--- src/rtl/tetris_pkg.sv ---
// Shared encodings for the Tetris controller and datapath: op codes, controller
// states, player move codes and board geometry.
package tetris_pkg;

  localparam int BOARD_ROWS = 8;
  localparam int BOARD_COLS = 4;

  typedef enum logic [2:0] {
    OP_GEN      = 3'b000,
    OP_MOVE     = 3'b001,
    OP_LAND     = 3'b010,
    OP_CLEAR    = 3'b011,
    OP_NEWBOARD = 3'b100,
    OP_DROP     = 3'b101
  } op_e;

  typedef enum logic [2:0] {
    ST_IDLE,
    ST_GEN,
    ST_PLAY,
    ST_DROP,
    ST_LAND,
    ST_CLEAR,
    ST_NEWBOARD,
    ST_OVER
  } state_e;

  typedef enum logic [1:0] {
    MV_LEFT   = 2'd0,
    MV_RIGHT  = 2'd1,
    MV_ROTATE = 2'd2,
    MV_RSVD   = 2'd3
  } move_e;

endpackage

--- src/rtl/tetris_ctrl_drop_timer.sv ---
// Gravity counter: counts enabled cycles and flags the last cycle of each
// PERIOD-long window, wrapping back to zero on that cycle.
module drop_timer #(
  parameter int PERIOD = 16
) (
  input  logic clka,
  input  logic restart_n,
  input  logic en,
  input  logic clr,
  output logic tick
);

  localparam int CW = $clog2(PERIOD);
  localparam logic [CW-1:0] TC = CW'(PERIOD - 1);

  logic [CW-1:0] cnt;

  assign tick = en && (cnt == TC);

  always_ff @(posedge clka) begin
    if (!restart_n) begin
      cnt <= '0;
    end else if (clr) begin
      cnt <= '0;
    end else if (en) begin
      cnt <= tick ? '0 : cnt + 1'b1;
    end
  end

endmodule

--- src/rtl/tetris_ctrl.sv ---
// Game sequencer: launches one datapath op at a time, arbitrates player moves
// against gravity, and keeps score and game-over.
//
// state    | meaning
// IDLE     | out of reset, launches the first GEN
// GEN      | spawning a new piece
// PLAY     | piece falling; moves accepted, gravity counting
// DROP     | one-row gravity descent in flight
// LAND     | locking the piece into the board
// CLEAR    | sample row_full, clear the lowest full row
// NEWBOARD | committing the board before the next spawn
// OVER     | game ended; inputs ignored until reset
module tetris_ctrl
  import tetris_pkg::*;
#(
  parameter int DROP_PERIOD = 16,
  parameter int ROWS        = BOARD_ROWS,
  parameter int SCORE_W     = 8
) (
  input  logic                    clka,
  input  logic                    restart_n,
  input  logic                    move_valid,
  input  logic [1:0]              move,
  input  logic                    dp_done,
  input  logic                    dp_error,
  input  logic                    landed,
  input  logic [ROWS-1:0]         row_full,
  output logic                    op_start,
  output logic [2:0]              op,
  output logic [1:0]              op_move,
  output logic [$clog2(ROWS)-1:0] clear_row,
  output logic [2:0]              state,
  output logic [SCORE_W-1:0]      score,
  output logic                    game_over
);

  localparam int RW = $clog2(ROWS);

  state_e        st;
  logic          busy;
  logic          drop_pend;
  logic          tick;
  logic          accept;
  logic          tmr_clr;
  logic [RW-1:0] low_row;

  // A done in the same cycle as its op_start is too early to belong to it.
  assign accept  = busy && !op_start && dp_done;
  assign tmr_clr = (st == ST_GEN) && accept && !dp_error;
  assign state   = st;

  drop_timer #(
    .PERIOD(DROP_PERIOD)
  ) u_drop_timer (
    .clka     (clka),
    .restart_n(restart_n),
    .en       (st == ST_PLAY),
    .clr      (tmr_clr),
    .tick     (tick)
  );

  always_comb begin
    low_row = '0;
    for (int i = ROWS - 1; i >= 0; i--) begin
      if (row_full[i]) low_row = RW'(i);
    end
  end

  always_ff @(posedge clka) begin
    if (!restart_n) begin
      st        <= ST_IDLE;
      op_start  <= 1'b0;
      op        <= OP_GEN;
      op_move   <= '0;
      clear_row <= '0;
      score     <= '0;
      game_over <= 1'b0;
      busy      <= 1'b0;
      drop_pend <= 1'b0;
    end else begin
      op_start <= 1'b0;
      if (accept) busy <= 1'b0;

      if (accept && dp_error) begin
        st        <= ST_OVER;
        game_over <= 1'b1;
        drop_pend <= 1'b0;
      end else begin
        case (st)
          ST_IDLE: begin
            st       <= ST_GEN;
            op       <= OP_GEN;
            op_start <= 1'b1;
            busy     <= 1'b1;
          end
          ST_GEN: begin
            if (accept) st <= ST_PLAY;
          end
          ST_PLAY: begin
            if (busy) begin
              // Gravity that lands during a move is deferred to the move's done.
              if (accept) begin
                if (tick || drop_pend) begin
                  drop_pend <= 1'b0;
                  st        <= ST_DROP;
                  op        <= OP_DROP;
                  op_start  <= 1'b1;
                  busy      <= 1'b1;
                end
              end else if (tick) begin
                drop_pend <= 1'b1;
              end
            end else if (tick) begin
              st       <= ST_DROP;
              op       <= OP_DROP;
              op_start <= 1'b1;
              busy     <= 1'b1;
            end else if (move_valid && (move != MV_RSVD)) begin
              op       <= OP_MOVE;
              op_move  <= move;
              op_start <= 1'b1;
              busy     <= 1'b1;
            end
          end
          ST_DROP: begin
            if (accept) begin
              if (landed) begin
                st       <= ST_LAND;
                op       <= OP_LAND;
                op_start <= 1'b1;
                busy     <= 1'b1;
              end else begin
                st <= ST_PLAY;
              end
            end
          end
          ST_LAND: begin
            if (accept) st <= ST_CLEAR;
          end
          ST_CLEAR: begin
            if (!busy) begin
              if (row_full == '0) begin
                st       <= ST_NEWBOARD;
                op       <= OP_NEWBOARD;
                op_start <= 1'b1;
                busy     <= 1'b1;
              end else begin
                clear_row <= low_row;
                op        <= OP_CLEAR;
                op_start  <= 1'b1;
                busy      <= 1'b1;
              end
            end else if (accept) begin
              if (score != '1) score <= score + 1'b1;
            end
          end
          ST_NEWBOARD: begin
            if (accept) begin
              st       <= ST_GEN;
              op       <= OP_GEN;
              op_start <= 1'b1;
              busy     <= 1'b1;
            end
          end
          ST_OVER: begin
          end
          default: st <= ST_IDLE;
        endcase
      end
    end
  end

endmodule

--- config.mk ---
export PLATFORM = sky130hd
export DESIGN_NAME = tetris_ctrl
export DESIGN_NICKNAME = d
export VERILOG_FILES = /design/src/rtl/tetris_pkg.sv /design/src/rtl/tetris_ctrl_drop_timer.sv /design/src/rtl/tetris_ctrl.sv
export SDC_FILE = /design/constraint.sdc
export NUM_CORES = 1
export LEC_CHECK = 0
export CORE_UTILIZATION = 50
export CTS_CLUSTER_SIZE = 24
export DETAILED_ROUTE_END_ITERATION = 10
export HOLD_SLACK_MARGIN = 0.06
export PLACE_DENSITY = 0.92
export SYNTH_ARGS = -nofsm -noshare
export SYNTH_HDL_FRONTEND = slang
export SYNTH_SLANG_ARGS = --single-unit
--- constraint.sdc ---
create_clock -name clka -period 2.25 [get_ports clka]
set_input_delay 0.45 -clock clka [delete_from_list [all_inputs] [get_ports clka]]
set_output_delay 0.45 -clock clka [all_outputs]
set_load 0.01 [all_outputs]
==> flow_metrics.env <==
export IMPL_status="finished, final reports clean"
export IMPL_grt_pass1_vias=1597
export IMPL_drt_initial_drc_count=121
export IMPL_finalCriticalPeriod_ns=2.12
export IMPL_holdPathStages=2
export IMPL_track_usage=0.251
export IMPL_hold_viol_final=0
export IMPL_p_total_w=0.00182
export IMPL_clock_power_share=0.115
export IMPL_synth_edf_count=0
export IMPL_cellLeakagePower_nw=0.828
export IMPL_syn_nets=227
export IMPL_numCtsBuffers=3
export IMPL_wl_mm=4.01
export IMPL_die_x_um=58.8
export IMPL_p_switching_w=0.000737
export IMPL_multi_input_area_um2=997
export IMPL_hold_slack_ns=0.468
export IMPL_synth_seq_cells=27
export IMPL_layout_setup_ws_ns=0.128
export IMPL_critical_path_class="register to output pin"
export IMPL_yosysMostFrequentCell="nor2_1"
export IMPL_cts_resized_gates=0
export IMPL_rsz0062_at_grt="false"
export IMPL_slowest_delay_ns=0.58
export IMPL_yosys_most_used_dff="dfxtp_1"
export IMPL_syn_area_per_cell_um2=7.80
export IMPL_setup_viol_count_final=0
export IMPL_ys_warnings_count=0
export IMPL_endpoint_kind="output pin"
export IMPL_yosysUniqueCellTypes=50
export IMPL_numClockSinks=27
export IMPL_crit_cells=2
export IMPL_ys_top_cells_by_count="28 x nor2_1, 27 x dfxtp_1, 21 x nand2_1"
export IMPL_drt_first_pass_iters=4
export IMPL_intPower_w=0.00108
export IMPL_cp_arrival_ns=1.67
export IMPL_worst_pin_slew_ns=0.497
export IMPL_drv_cap=0
export IMPL_avgViaCountPerCell=5.74
export IMPL_p_per_area_nw_per_um2=832
export IMPL_grt_start_max_net_pins=16
export IMPL_nets=281
export IMPL_io_buffers=36
export IMPL_synth_cell_area_um2=1610
export IMPL_dpl_worst_slack_ns=-0.124
export IMPL_dieArea_um2=3460
export IMPL_drive_gt1_frac=0.146
export IMPL_grt_pass1_wl_mm=6.73
export IMPL_syn_to_final_growth_pct=35.5
export IMPL_root_buffer="clkbuf_4"
export IMPL_fill_cells=248
export IMPL_synth_largest_area_cell="dfxtp_1"
export IMPL_crit_chain="buf_4 -> clkdlybuf4s50_1"
export IMPL_antenna_found_initial=0
export IMPL_worstPathMaxFanout=11
export IMPL_die_y_um=58.8
export IMPL_crit_slowest_cell="dfxtp_1"
export IMPL_wl_per_cell_um=13.2
export IMPL_netlist_top_cells_area="dfxtp_1 33%, nor2_1 6.5%, a21oi_1 5.0%"
export IMPL_start_util=0.529
export IMPL_worstPathRequired_ns=1.80
export IMPL_min_path_type="register to register"
export IMPL_ir_worst_vdd_uv=533
export IMPL_yosysSeqAreaShare=0.335
export IMPL_globalplace_congestion=0.957
export IMPL_drc_errors=0
export IMPL_cts_tree="done"
export IMPL_core_area_um2=3050
export IMPL_startpoint_type="register"
export IMPL_async_reset_ff_frac=0
export IMPL_holdBufCountCts=0
export IMPL_syn_inst=207
export IMPL_post_cts_buffers=0
export IMPL_clkLatencyLatePin_ns=0.33
export IMPL_synth_top_area_share=0.335
export IMPL_hpwlAfterDp_mm=3.07
export IMPL_cts_path_max_buffers=2
export IMPL_pwr_share_seq=0.350
export IMPL_path_buf_inv=2
export IMPL_fmax_ghz=0.471
export IMPL_r2r_cells=7
export IMPL_ant_nets=0
export IMPL_drv_slew=0
export IMPL_rows=20
export IMPL_num_vias=1745
export IMPL_layout_area_seq_um2=541
export IMPL_switching_share=0.405
export IMPL_cts_htree_levels=1
export IMPL_overflow=0
export IMPL_maxSlewHeadroom=0.668
export IMPL_fin_skew_ns=0.00230
export IMPL_combinationalPowerShare=0.534
export IMPL_fin_crit_sh=0.943
export IMPL_diodes=0
export IMPL_io_pins=37
export IMPL_critPathTopFamily="buffers and inverters"
export IMPL_clkTransAtPathRegs_ns=0.14
==> logic make-up after synthesis <==
group,Yosys count,synth area share
AOI/OAI and AO/OA,63,0.270
and+or+nand+nor,85,0.260
buffers and inverters,18,0.0473
xor gates and xnor gates,7,0.0380
muxes,3,0.0186
adders and majority gates,4,0.0310
DFF,27,0.335
==> worst reg2reg max path, delay by kind of cell (launching register included) <==
family | cells | cell delay, ns
flops | 1 | 0.41
buf+inv | 1 | 0.14
compound gates | 3 | 0.80
fa+ha+maj | 1 | 0.28
mux | 1 | 0.20
simple gates | 1 | 0.17
==> state kept, by name, indices dropped and copies added (netlist names) <==
name,cells
busy,1
clear_row,3
drop_pend,1
game_over,1
op,3
op_move,2
op_start,1
score,8
state,3
u_drop_timer.cnt,4
==> per-layer routing <==
metal | up-vias | wire (um) | track usage
li1 | 873 | - | -
met1 | 789 | 1810 | 0.324
met2 | 80 | 1870 | 0.393
met3 | 3 | 299 | 0.0593
met4 | 0 | 30 | 0.119
met5 | - | 0 | 0
==> final cells by class <==
cell class | count | share of cell area
Clock buffer | 3 | 0.0103
Clock inverter | 1 | 0.00229
Inverter | 7 | 0.0120
Multi-Input combinational cell | 162 | 0.456
Sequential cell | 27 | 0.247
Tap cell | 44 | 0.0252
Timing Repair Buffer | 60 | 0.247
==> worst paths after layout <==
kind / start / endpoint / slack (ns)
worst min register to register: clear_row[1] / clear_row[1] / 0.47
worst max register to register: u_drop_timer.cnt[0] / op[1] / 0.21
worst max-delay path: state[1] / state[1] / 0.13
worst min-delay path: clear_row[1] / clear_row[1] / 0.47
==> placed cells by master, fill, tap and decap left out, drive strengths merged, types with 2 or more instances in the layout <==
cell / netlist / final
a211oi: 2 / 2
inv: 6 / 6
a31oi: 4 / 4
and3b: 2 / 2
nand2: 21 / 21
nand4: 6 / 6
xor2: 5 / 5
o21ai: 14 / 14
or4: 2 / 2
a211o: 2 / 2
o31ai: 2 / 2
nor2b: 3 / 3
mux2i: 3 / 3
and2: 2 / 2
xnor2: 2 / 2
buf: 4 / 24
o22ai: 3 / 3
a21oi: 16 / 16
nor3: 5 / 5
clkinv: 1 / 2
nand3: 6 / 6
ha: 4 / 4
and3: 2 / 2
clkdlybuf4s50: 0 / 36
o221a: 3 / 3
nor2: 28 / 28
a311oi: 3 / 3
o211ai: 2 / 2
clkbuf: 7 / 3
or3: 4 / 4
dfxtp: 27 / 27
==> metrics by stage <==
| stage | instances | util | TNS [ns] | cell area (um2) |
|---|---|---|---|---|
| 6_report | 304 | 0.716 | 0 | 2190 |
| 5_1_grt | 304 | 0.716 | 0 | 2190 |
| 4_1_cts | 304 | 0.716 | 0 | 2190 |
| 3_5_place_dp | 300 | 0.707 | -0.551 | 2160 |
| 3_3_place_gp | 300 | 0.707 | -0.163 | 2160 |
| 2_1_floorplan | 207 | - | 0 | 1610 |
==> power by group through the flow <==
stage | sequential (W) | clock (W) | combinational [W]
3_5_place_dp | 0.000647 | 0 | 0.000952
5_1_grt | 0.000652 | 0.000239 | 0.00108
3_3_place_gp | 0.000642 | 0 | 0.000931
6_report | 0.000637 | 0.000210 | 0.000972
4_1_cts | 0.000635 | 0.000219 | 0.000957
2_1_floorplan | 0.000621 | 0 | 0.000631
No activity file was read; power rests on OpenSTA's default activity.
